`config.mk`:
```
export PLATFORM = sky130hd
export DESIGN_NAME = pulse_stretcher_flat
export DESIGN_NICKNAME = d
export VERILOG_FILES = /design/src/rtl/pulse_stretcher_if.sv /design/src/rtl/pulse_stretcher.sv /design/src/flat_wrapper.sv
export SDC_FILE = /design/constraint.sdc
export NUM_CORES = 1
export LEC_CHECK = 0
export ABC_AREA = 1
export BUFFER_PORTS_ARGS = -buffer_cell sky130_fd_sc_hd__clkbuf_2
export CORE_MARGIN = 2
export CORE_UTILIZATION = 41
export DETAILED_ROUTE_END_ITERATION = 7
export GPL_TIMING_DRIVEN = 0
export SETUP_SLACK_MARGIN = 0.2
export SYNTH_ARGS = -nofsm -noshare
export SYNTH_HDL_FRONTEND = slang
export SYNTH_SLANG_ARGS = --single-unit
```
`constraint.sdc`:
```
create_clock -name clk -period 2 [get_ports clk]
set_clock_uncertainty 0.05 [all_clocks]
set_input_delay 0.1 -clock clk [delete_from_list [all_inputs] [get_ports clk]]
set_output_delay 0.1 -clock clk [all_outputs]
set_load 0.02 [all_outputs]
```
`src/rtl/pulse_stretcher_if.sv`:
```
// Pulse stretcher bus: event strobe in, stretched window and status out.
// master drives pulse_in (producer side); slave is the stretcher itself.
interface pulse_stretcher_if #(
  parameter int unsigned PEND_W = 3
);
  logic              pulse_in;
  logic              level_out;
  logic              busy;
  logic [PEND_W-1:0] pending;
  logic              overflow;

  modport master (
    output pulse_in,
    input  level_out,
    input  busy,
    input  pending,
    input  overflow
  );

  modport slave (
    input  pulse_in,
    output level_out,
    output busy,
    output pending,
    output overflow
  );
endinterface

```
`src/rtl/pulse_stretcher.sv`:
```
// Pulse stretcher: turns single-cycle events into HIGH_CYCLES-wide level windows
// separated by at least GAP_CYCLES low cycles. Events arriving while a window or
// gap is in progress are queued in a saturating pending counter.
// Optional feature macro: PULSE_STRETCH_RETRIGGER_EN -- an event during the high
// phase restarts the window instead of being queued.
module pulse_stretcher #(
  parameter int unsigned HIGH_CYCLES = 4,
  parameter int unsigned GAP_CYCLES  = 2,
  parameter int unsigned PEND_W      = 3
) (
  input  logic                 clk,
  input  logic                 rst,
  pulse_stretcher_if.slave     bus
);

  localparam int unsigned MAX_CYC = (HIGH_CYCLES > GAP_CYCLES) ? HIGH_CYCLES : GAP_CYCLES;
  localparam int unsigned CNT_W   = (MAX_CYC < 1) ? 1 : $clog2(MAX_CYC + 1);
  localparam logic [CNT_W-1:0]  HIGH_LAST = CNT_W'(HIGH_CYCLES - 1);
  localparam logic [CNT_W-1:0]  GAP_LAST  = CNT_W'(GAP_CYCLES - 1);
  localparam logic [PEND_W-1:0] PEND_MAX  = {PEND_W{1'b1}};

  typedef enum logic [1:0] {
    ST_IDLE = 2'd0,
    ST_HIGH = 2'd1,
    ST_GAP  = 2'd2
  } state_t;

  state_t            state, state_nxt;
  logic [CNT_W-1:0]  cnt, cnt_nxt;
  logic [PEND_W-1:0] pend_q, pend_nxt;
  logic              ovf_q, ovf_nxt;
  logic              level_q, busy_q;
  logic              enq, deq;

  // Next-state, phase counter and pending-queue bookkeeping
  always_comb begin
    state_nxt = state;
    cnt_nxt   = cnt;
    pend_nxt  = pend_q;
    ovf_nxt   = 1'b0;
    enq       = 1'b0;
    deq       = 1'b0;

    case (state)
      ST_IDLE: begin
        if (bus.pulse_in) begin
          state_nxt = ST_HIGH;
          cnt_nxt   = '0;
        end
      end

      ST_HIGH: begin
`ifdef PULSE_STRETCH_RETRIGGER_EN
        if (bus.pulse_in) begin
          cnt_nxt = '0;
        end else if (cnt == HIGH_LAST) begin
          state_nxt = ST_GAP;
          cnt_nxt   = '0;
        end else begin
          cnt_nxt = cnt + CNT_W'(1);
        end
`else
        enq = bus.pulse_in;
        if (cnt == HIGH_LAST) begin
          state_nxt = ST_GAP;
          cnt_nxt   = '0;
        end else begin
          cnt_nxt = cnt + CNT_W'(1);
        end
`endif
      end

      ST_GAP: begin
        enq = bus.pulse_in;
        if (cnt == GAP_LAST) begin
          cnt_nxt = '0;
          if (pend_q != '0) begin
            state_nxt = ST_HIGH;
            deq       = 1'b1;
          end else if (bus.pulse_in) begin
            // Event on the exit cycle is queued and starts the next window at once
            state_nxt = ST_HIGH;
          end else begin
            state_nxt = ST_IDLE;
          end
        end else begin
          cnt_nxt = cnt + CNT_W'(1);
        end
      end

      default: begin
        state_nxt = ST_IDLE;
        cnt_nxt   = '0;
      end
    endcase

    // Simultaneous enqueue and dequeue cancel, even when saturated
    if (enq && deq) begin
      pend_nxt = pend_q;
    end else if (deq) begin
      pend_nxt = pend_q - PEND_W'(1);
    end else if (enq) begin
      if (pend_q == PEND_MAX) begin
        ovf_nxt = 1'b1;
      end else begin
        pend_nxt = pend_q + PEND_W'(1);
      end
    end
  end

  // State, counters and registered outputs; synchronous active-low reset
  always_ff @(posedge clk) begin
    if (!rst) begin
      state   <= ST_IDLE;
      cnt     <= '0;
      pend_q  <= '0;
      ovf_q   <= 1'b0;
      level_q <= 1'b0;
      busy_q  <= 1'b0;
    end else begin
      state   <= state_nxt;
      cnt     <= cnt_nxt;
      pend_q  <= pend_nxt;
      ovf_q   <= ovf_nxt;
      level_q <= (state_nxt == ST_HIGH);
      busy_q  <= (state_nxt != ST_IDLE);
    end
  end

  assign bus.level_out = level_q;
  assign bus.busy      = busy_q;
  assign bus.pending   = pend_q;
  assign bus.overflow  = ovf_q;

endmodule

```
`src/flat_wrapper.sv`:
```
// flat-port wrapper written by rule: the top's interface ports become plain ports
module pulse_stretcher_flat 
#(
  parameter int unsigned HIGH_CYCLES = 4,
  parameter int unsigned GAP_CYCLES  = 2,
  parameter int unsigned PEND_W      = 3
)
  (clk, rst, bus_pulse_in, bus_level_out, bus_busy, bus_pending, bus_overflow);
  pulse_stretcher_if #(.PEND_W(PEND_W)) bus_i ();
  input  logic clk;
  input  logic rst;
  input wire logic [$bits(bus_i.pulse_in)-1:0] bus_pulse_in;
  output wire logic [$bits(bus_i.level_out)-1:0] bus_level_out;
  output wire logic [$bits(bus_i.busy)-1:0] bus_busy;
  output wire logic [$bits(bus_i.pending)-1:0] bus_pending;
  output wire logic [$bits(bus_i.overflow)-1:0] bus_overflow;
  assign bus_i.pulse_in = bus_pulse_in;
  assign bus_level_out = bus_i.level_out;
  assign bus_busy = bus_i.busy;
  assign bus_pending = bus_i.pending;
  assign bus_overflow = bus_i.overflow;
  pulse_stretcher #(.HIGH_CYCLES(HIGH_CYCLES), .GAP_CYCLES(GAP_CYCLES), .PEND_W(PEND_W)) u_core (.clk(clk), .rst(rst), .bus(bus_i));
endmodule
```
* Word-level counts from Yosys, hierarchy flattened *
Cells that the tools add are included.

word-level totals
  bits in registers = 11
  bits of input ports = 3
  output and inout port bits = 6
  logic and storage cells = 46

cells by class
  add/sub/neg operators = 3
  equal/unequal tests = 8
  muxes and demuxes = 18
  bitwise operators = 3
  reductions and logical operators = 8

operators by type and width
  cell                   count
  $mux W3                6
  $pmux W3 S3            1
  $mux W2                4
  $add A3 B1 Y3 const B  2
  $mux W1                6
  $pmux W2 S3            1
  $eq A2 B1 Y1 const B   2
  $reduce_bool A2 Y1     2
  $reduce_or A4 Y1       1
  $eq A3 B1 Y1 const B   1
  $eq A3 B2 Y1 const B   1
  $eq A3 B3 Y1 const B   1
  $not A1 Y1             3
  $reduce_and A3 Y1      1
  $reduce_bool A3 Y1     1
  $sub A3 B1 Y3 const B  1
  $eq A2 B2 Y1 const B   1
  $logic_not A2 Y1       1
  $ne A2 B1 Y1 const B   1
  $ne A2 B2 Y1 const B   1
  $reduce_or A2 Y1       1
  $logic_and A1 B1 Y1    1

* Depth between registers and ports, before layout *
  depth after elaboration = 7
  mapped depth = 12

* Worst setup path before layout *
No wires, ideal clock.

  path type = reg-to-reg
  start = register u_core.state[0]
  end = register u_core.pend_q[2] (netlist: u_core.bus.pending[2])
  setup time = 0.115 ns
  arrival time = 1.565 ns
  required time = 1.835 ns
  path slack = 0.270 ns
  stages on the path, launching flop included = 11
  buffers on the path = 0
  cell sequence = dfxtp_1 inv_1 ha_1 inv_2 nor2_8 nand2_4 fa_1 nand3_1 nand2_2 a21oi_1 nor2_1

between the ends
  word-level cells in the longest chain between the ends = 6
  elaborated cells on any way between the ends = 11
  those cells by class = eq/ne: 3; mux: 3; bitwise: 1; reduce/logical: 4

RTL lines
  item                                          RTL line                RTL
  from (decl)                                   pulse_stretcher.sv:28   state_t state, state_nxt;
  from (signal assigned)                        pulse_stretcher.sv:121  state <= state_nxt;
  $eq A2 B1 Y1 or $eq A2 B2 Y1 (tied branches)  pulse_stretcher.sv:44   case (state)
  $reduce_or A2 Y1 (no source line)             -
  $mux W1                                       pulse_stretcher.sv:44
  $logic_and A1 B1 Y1                           pulse_stretcher.sv:98   if (enq && deq) begin
  $not A1 Y1 (no source line)                   -
  $reduce_and A3 Y1 (no source line)            -
  to (signal assigned)                          pulse_stretcher.sv:123  pend_q <= pend_nxt;
  to (decl)                                     pulse_stretcher.sv:30   logic [PEND_W-1:0] pend_q, pend_nxt;

Parallel ways exist; a longest one is shown, timed or not.
A chain may end at the register's enable or synchronous reset.

* Worst setup path after layout *
  start = register u_core.state[0]
  end = register u_core.pend_q[1] (netlist: u_core.bus.pending[1])

The elaborated chain is that of the path after synthesis.

==> report_table.html <==
<table>
<tr><th>Metric</th><th>Value</th></tr>
<tr><th colspan="2">Outcome</th></tr>
<tr><td>Outcome</td><td>finished, final reports clean</td></tr>
<tr><th colspan="2">Critical path</th></tr>
<tr><td>Worst R2R End</td><td>u_core.bus.pending[1]</td></tr>
<tr><td>Worst flop-to-flop path startpoint</td><td>u_core.state[0]</td></tr>
<tr><td>Element type at the critical path start</td><td>flip-flop</td></tr>
<tr><td>Critical Setup Path Class</td><td>flip-flop to flip-flop</td></tr>
<tr><td>Depth of the worst register-to-register path</td><td>9</td></tr>
<tr><td>Data arrival time of the critical path</td><td>approximately 1800 ps</td></tr>
<tr><td>Start point of the critical path</td><td>u_core.state[0]</td></tr>
<tr><td>Endpoint of the most critical setup path</td><td>u_core.bus.pending[1]</td></tr>
<tr><td>Register-to-register path setup slack</td><td>290 ps</td></tr>
<tr><td>Largest fanout on the critical path</td><td>4</td></tr>
<tr><td>Critical path capture point type</td><td>flip-flop</td></tr>
<tr><td>Worst endpoint required time</td><td>2110 ps</td></tr>
<tr><th colspan="2">Timing</th></tr>
<tr><td>Aggregate negative setup slack</td><td>0 ps</td></tr>
<tr><td>Period utilization</td><td>0.853</td></tr>
<tr><td>Slew at the pin closest to its max-slew limit</td><td>about 280 ps</td></tr>
<tr><td>Fin. Hold Viols</td><td>0</td></tr>
<tr><td>Top achievable clock speed</td><td>586 MHz</td></tr>
<tr><td>Number of max-slew violations in the final report</td><td>0</td></tr>
<tr><td>Final setup fails</td><td>0</td></tr>
<tr><td>RSZ-0062 raised after global routing</td><td>false</td></tr>
<tr><td>Worst slew margin</td><td>0.815</td></tr>
<tr><td>Final worst path period need</td><td>1710 ps</td></tr>
<tr><th colspan="2">Layout</th></tr>
<tr><td>Diode insertion count for antenna repair</td><td>0</td></tr>
<tr><td>Area added between synthesis and finish</td><td>24.3%</td></tr>
<tr><td>Final cell count without fillers</td><td>141</td></tr>
<tr><td>Fraction of final layout cells sized beyond drive strength 1</td><td>0.405</td></tr>
<tr><td>Number of nets in the finished design</td><td>129</td></tr>
<tr><th colspan="2">Min path</th></tr>
<tr><td>Number of cells on the worst hold path</td><td>3</td></tr>
<tr><td>Classification of the worst-slack hold path</td><td>input port to flip-flop</td></tr>
<tr><th colspan="2">Die</th></tr>
<tr><td>Cell row count</td><td>15</td></tr>
<tr><td>Floorplan die height</td><td>46.5 µm</td></tr>
<tr><td>Starting density of the core</td><td>0.434</td></tr>
<tr><td>Core Region</td><td>1710 µm²</td></tr>
<tr><td>Die area</td><td>approximately 2200 µm²</td></tr>
<tr><td>Number of placed I/O pins</td><td>9</td></tr>
<tr><td>Chip width</td><td>46.5 µm</td></tr>
<tr><th colspan="2">Synthesis</th></tr>
<tr><td>Number of library cell types mapped by synthesis</td><td>20</td></tr>
<tr><td>Average footprint of a synthesized cell</td><td>7.56 µm²</td></tr>
<tr><td>Post-synthesis cell area</td><td>741 µm²</td></tr>
<tr><td>Register area share after synthesis</td><td>0.297</td></tr>
<tr><td>Number of instances in the synthesized netlist</td><td>98</td></tr>
<tr><td>Seq cells post-synth</td><td>11</td></tr>
<tr><td>Syn_nets</td><td>110</td></tr>
<tr><td>Count of warnings emitted by yosys</td><td>0</td></tr>
<tr><th colspan="2">Detailed routing</th></tr>
<tr><td>Number of routed nets with antenna violations</td><td>0</td></tr>
<tr><td>Drt initial violations</td><td>7</td></tr>
<tr><td>Wirelength, routed</td><td>1.41 mm</td></tr>
<tr><td>Via count</td><td>between 600 and 700</td></tr>
<tr><td>Via-to-Cell Ratio</td><td>4.43</td></tr>
<tr><td>Residual DRC</td><td>0</td></tr>
<tr><td>Pre-Repair DR Iteration Count</td><td>4</td></tr>
<tr><td>Post-DR wirelength/cell</td><td>10.0 µm</td></tr>
<tr><th colspan="2">CTS</th></tr>
<tr><td>Clock tree from TritonCTS</td><td>done</td></tr>
<tr><td>CTS root buffer</td><td>sky130_fd_sc_hd__clkbuf_4</td></tr>
<tr><td>Number of buffers on the longest clock path</td><td>2</td></tr>
<tr><td>Skew-Pair Late Insertion Delay</td><td>260 ps</td></tr>
<tr><td>H-Tree Depth</td><td>1</td></tr>
<tr><td>Clock-pin slew reported for the worst setup and hold paths after clock tree synthesis</td><td>around 70 ps</td></tr>
<tr><td>Number of buffers inserted during clock tree synthesis</td><td>3</td></tr>
<tr><td>Clock sink count</td><td>11</td></tr>
<tr><th colspan="2">Run</th></tr>
<tr><td>Number of maximum-capacitance violations</td><td>0</td></tr>
<tr><th colspan="2">Place</th></tr>
<tr><td>Buffers on Ports</td><td>8</td></tr>
<tr><td>Number of instances in the placed design</td><td>131</td></tr>
<tr><td>Routability congestion estimate from global placement</td><td>0.778</td></tr>
<tr><td>Hpwl dp</td><td>between 1 and 1.5 mm</td></tr>
<tr><th colspan="2">Global route</th></tr>
<tr><td>Total grt overflow</td><td>0</td></tr>
<tr><td>Global-route wire length before repair</td><td>about 2.3 mm</td></tr>
<tr><td>Maximum number of pins on one net before global-route repair</td><td>7</td></tr>
<tr><td>Antenna violations before repair</td><td>0</td></tr>
<tr><td>Via count of the first global-routing pass</td><td>564</td></tr>
<tr><td>GRT Util Overall</td><td>0.153</td></tr>
<tr><th colspan="2">Power and ir drop</th></tr>
<tr><td>Leakage</td><td>0.480 nW</td></tr>
<tr><td>Power density over cell area</td><td>522 nW/µm²</td></tr>
<tr><td>Overall power of the completed layout</td><td>0.481 mW</td></tr>
<tr><td>Largest voltage drop on the vdd net</td><td>0.319 mV</td></tr>
</table>
-- final cells by class --
class,instances,area (µm²)
clock buffers,4,26.3
repair buffers,14,85.1
multi-input cells,64,467
fillers,181,787
inverters,23,86.3
flip-flops and latches,11,225
well taps,25,31.3
-- flip-flops by register name (all words and copies together), names as in the netlist --
register / count
u_core.bus.pending: 3
u_core.cnt: 3
u_core.bus.busy: 1
u_core.bus.overflow: 1
u_core.bus.level_out: 1
u_core.state: 2
-- synth_stat cells (all sizes together) --
| cell | count | area (µm²) |
|---|---|---|
| a31oi | 1 | 6.26 |
| nand3 | 4 | 30.0 |
| nand2 | 27 | 146 |
| inv | 23 | 86.3 |
| dfxtp | 11 | 220 |
| ha | 8 | 100 |
| nor2 | 11 | 65.1 |
| a21oi | 3 | 15.0 |
| o21a | 1 | 7.51 |
| nor3 | 1 | 5.00 |
| o21ai | 7 | 38.8 |
| fa | 1 | 20.0 |
-- metal layers --
layer  track usage  routed length [µm]
met4         0.103                  36
met3        0.0235                  41
met1         0.176                 624
met5             0                   0
met2         0.256                 708
-- layout by cell type, fill, tap and decap left out, types with 4 or more instances in the layout --
master | netlist | final
sky130_fd_sc_hd__nand2_1 | 17 | 17
sky130_fd_sc_hd__inv_1 | 19 | 16
sky130_fd_sc_hd__nor2_1 | 9 | 9
sky130_fd_sc_hd__clkbuf_2 | 0 | 8
sky130_fd_sc_hd__inv_2 | 4 | 7
sky130_fd_sc_hd__dfxtp_1 | 11 | 7
sky130_fd_sc_hd__nand2_2 | 6 | 6
sky130_fd_sc_hd__ha_1 | 8 | 6
sky130_fd_sc_hd__buf_4 | 0 | 6
sky130_fd_sc_hd__nand2_4 | 4 | 4
sky130_fd_sc_hd__dfxtp_2 | 0 | 4
-- critical path, stage by stage, from the launching register on --
cell	delay, ps
sky130_fd_sc_hd__dfxtp_2	340
sky130_fd_sc_hd__inv_2	90
sky130_fd_sc_hd__ha_4	150
sky130_fd_sc_hd__inv_2	50
sky130_fd_sc_hd__nor2_8	100
sky130_fd_sc_hd__nand2_4	70
sky130_fd_sc_hd__fa_2	550
sky130_fd_sc_hd__inv_1	40
sky130_fd_sc_hd__nor2_1	110
sky130_fd_sc_hd__nor2_1	60
-- cells by family (layout without fill, tap and decap cells) --
family          count (synthesis)  count (layout)  synth area share
fa+ha+maj                       9               9             0.162
buf+inv                        23              41             0.117
flops                          11              11             0.297
compound gates                 12              12            0.0912
simple gates                   43              43             0.333
-- power breakdown --
group / leakage [nW] / switching (mW) / internal [mW] / total (mW)
Combinational: 0.373 / 0.0629 / 0.0308 / 0.0937
Clock: 0.0150 / 0.0718 / 0.0771 / 0.149
Sequential: 0.0914 / 0.00831 / 0.230 / 0.238
-- stage by stage --
| step | util | instance area (µm²) | setup WS (ps) | hold slack [ps] |
|---|---|---|---|---|
| 2_1_floorplan | - | 741 | 270 | 166 |
| 3_3_place_gp | 0.475 | 812 | 172 | 348 |
| 3_5_place_dp | 0.475 | 812 | 158 | 353 |
| 4_1_cts | 0.497 | 848 | 210 | 66.1 |
| 5_1_grt | 0.539 | 921 | 192 | 94.2 |
| 6_report | 0.539 | 921 | 293 | 74.2 |
-- how the worst min path moves through the flow --
stage | startpoint | slack, ps | endpoint
floorplan | rst | 170 | u_core.state[1]
CTS | rst | 70 | u_core.bus.pending[2]
global placement | rst | 350 | u_core.bus.pending[2]
global route | rst | 90 | u_core.bus.pending[2]
finish | rst | 70 | u_core.bus.pending[2]
detailed placement | rst | 350 | u_core.bus.pending[2]
-- repair_timing --
item | 4_1_cts | 5_1_grt
cloned | 0 | 0
endpoints found under the setup margin | 1 | 2
buffers inserted | 1 | 5
hold buffers | 0 | 0
endpoints found under the hold margin | 0 | 0
pin swaps | 0 | 4
resized for setup | 2 | 11
Power figures use the tool's default switching activity.
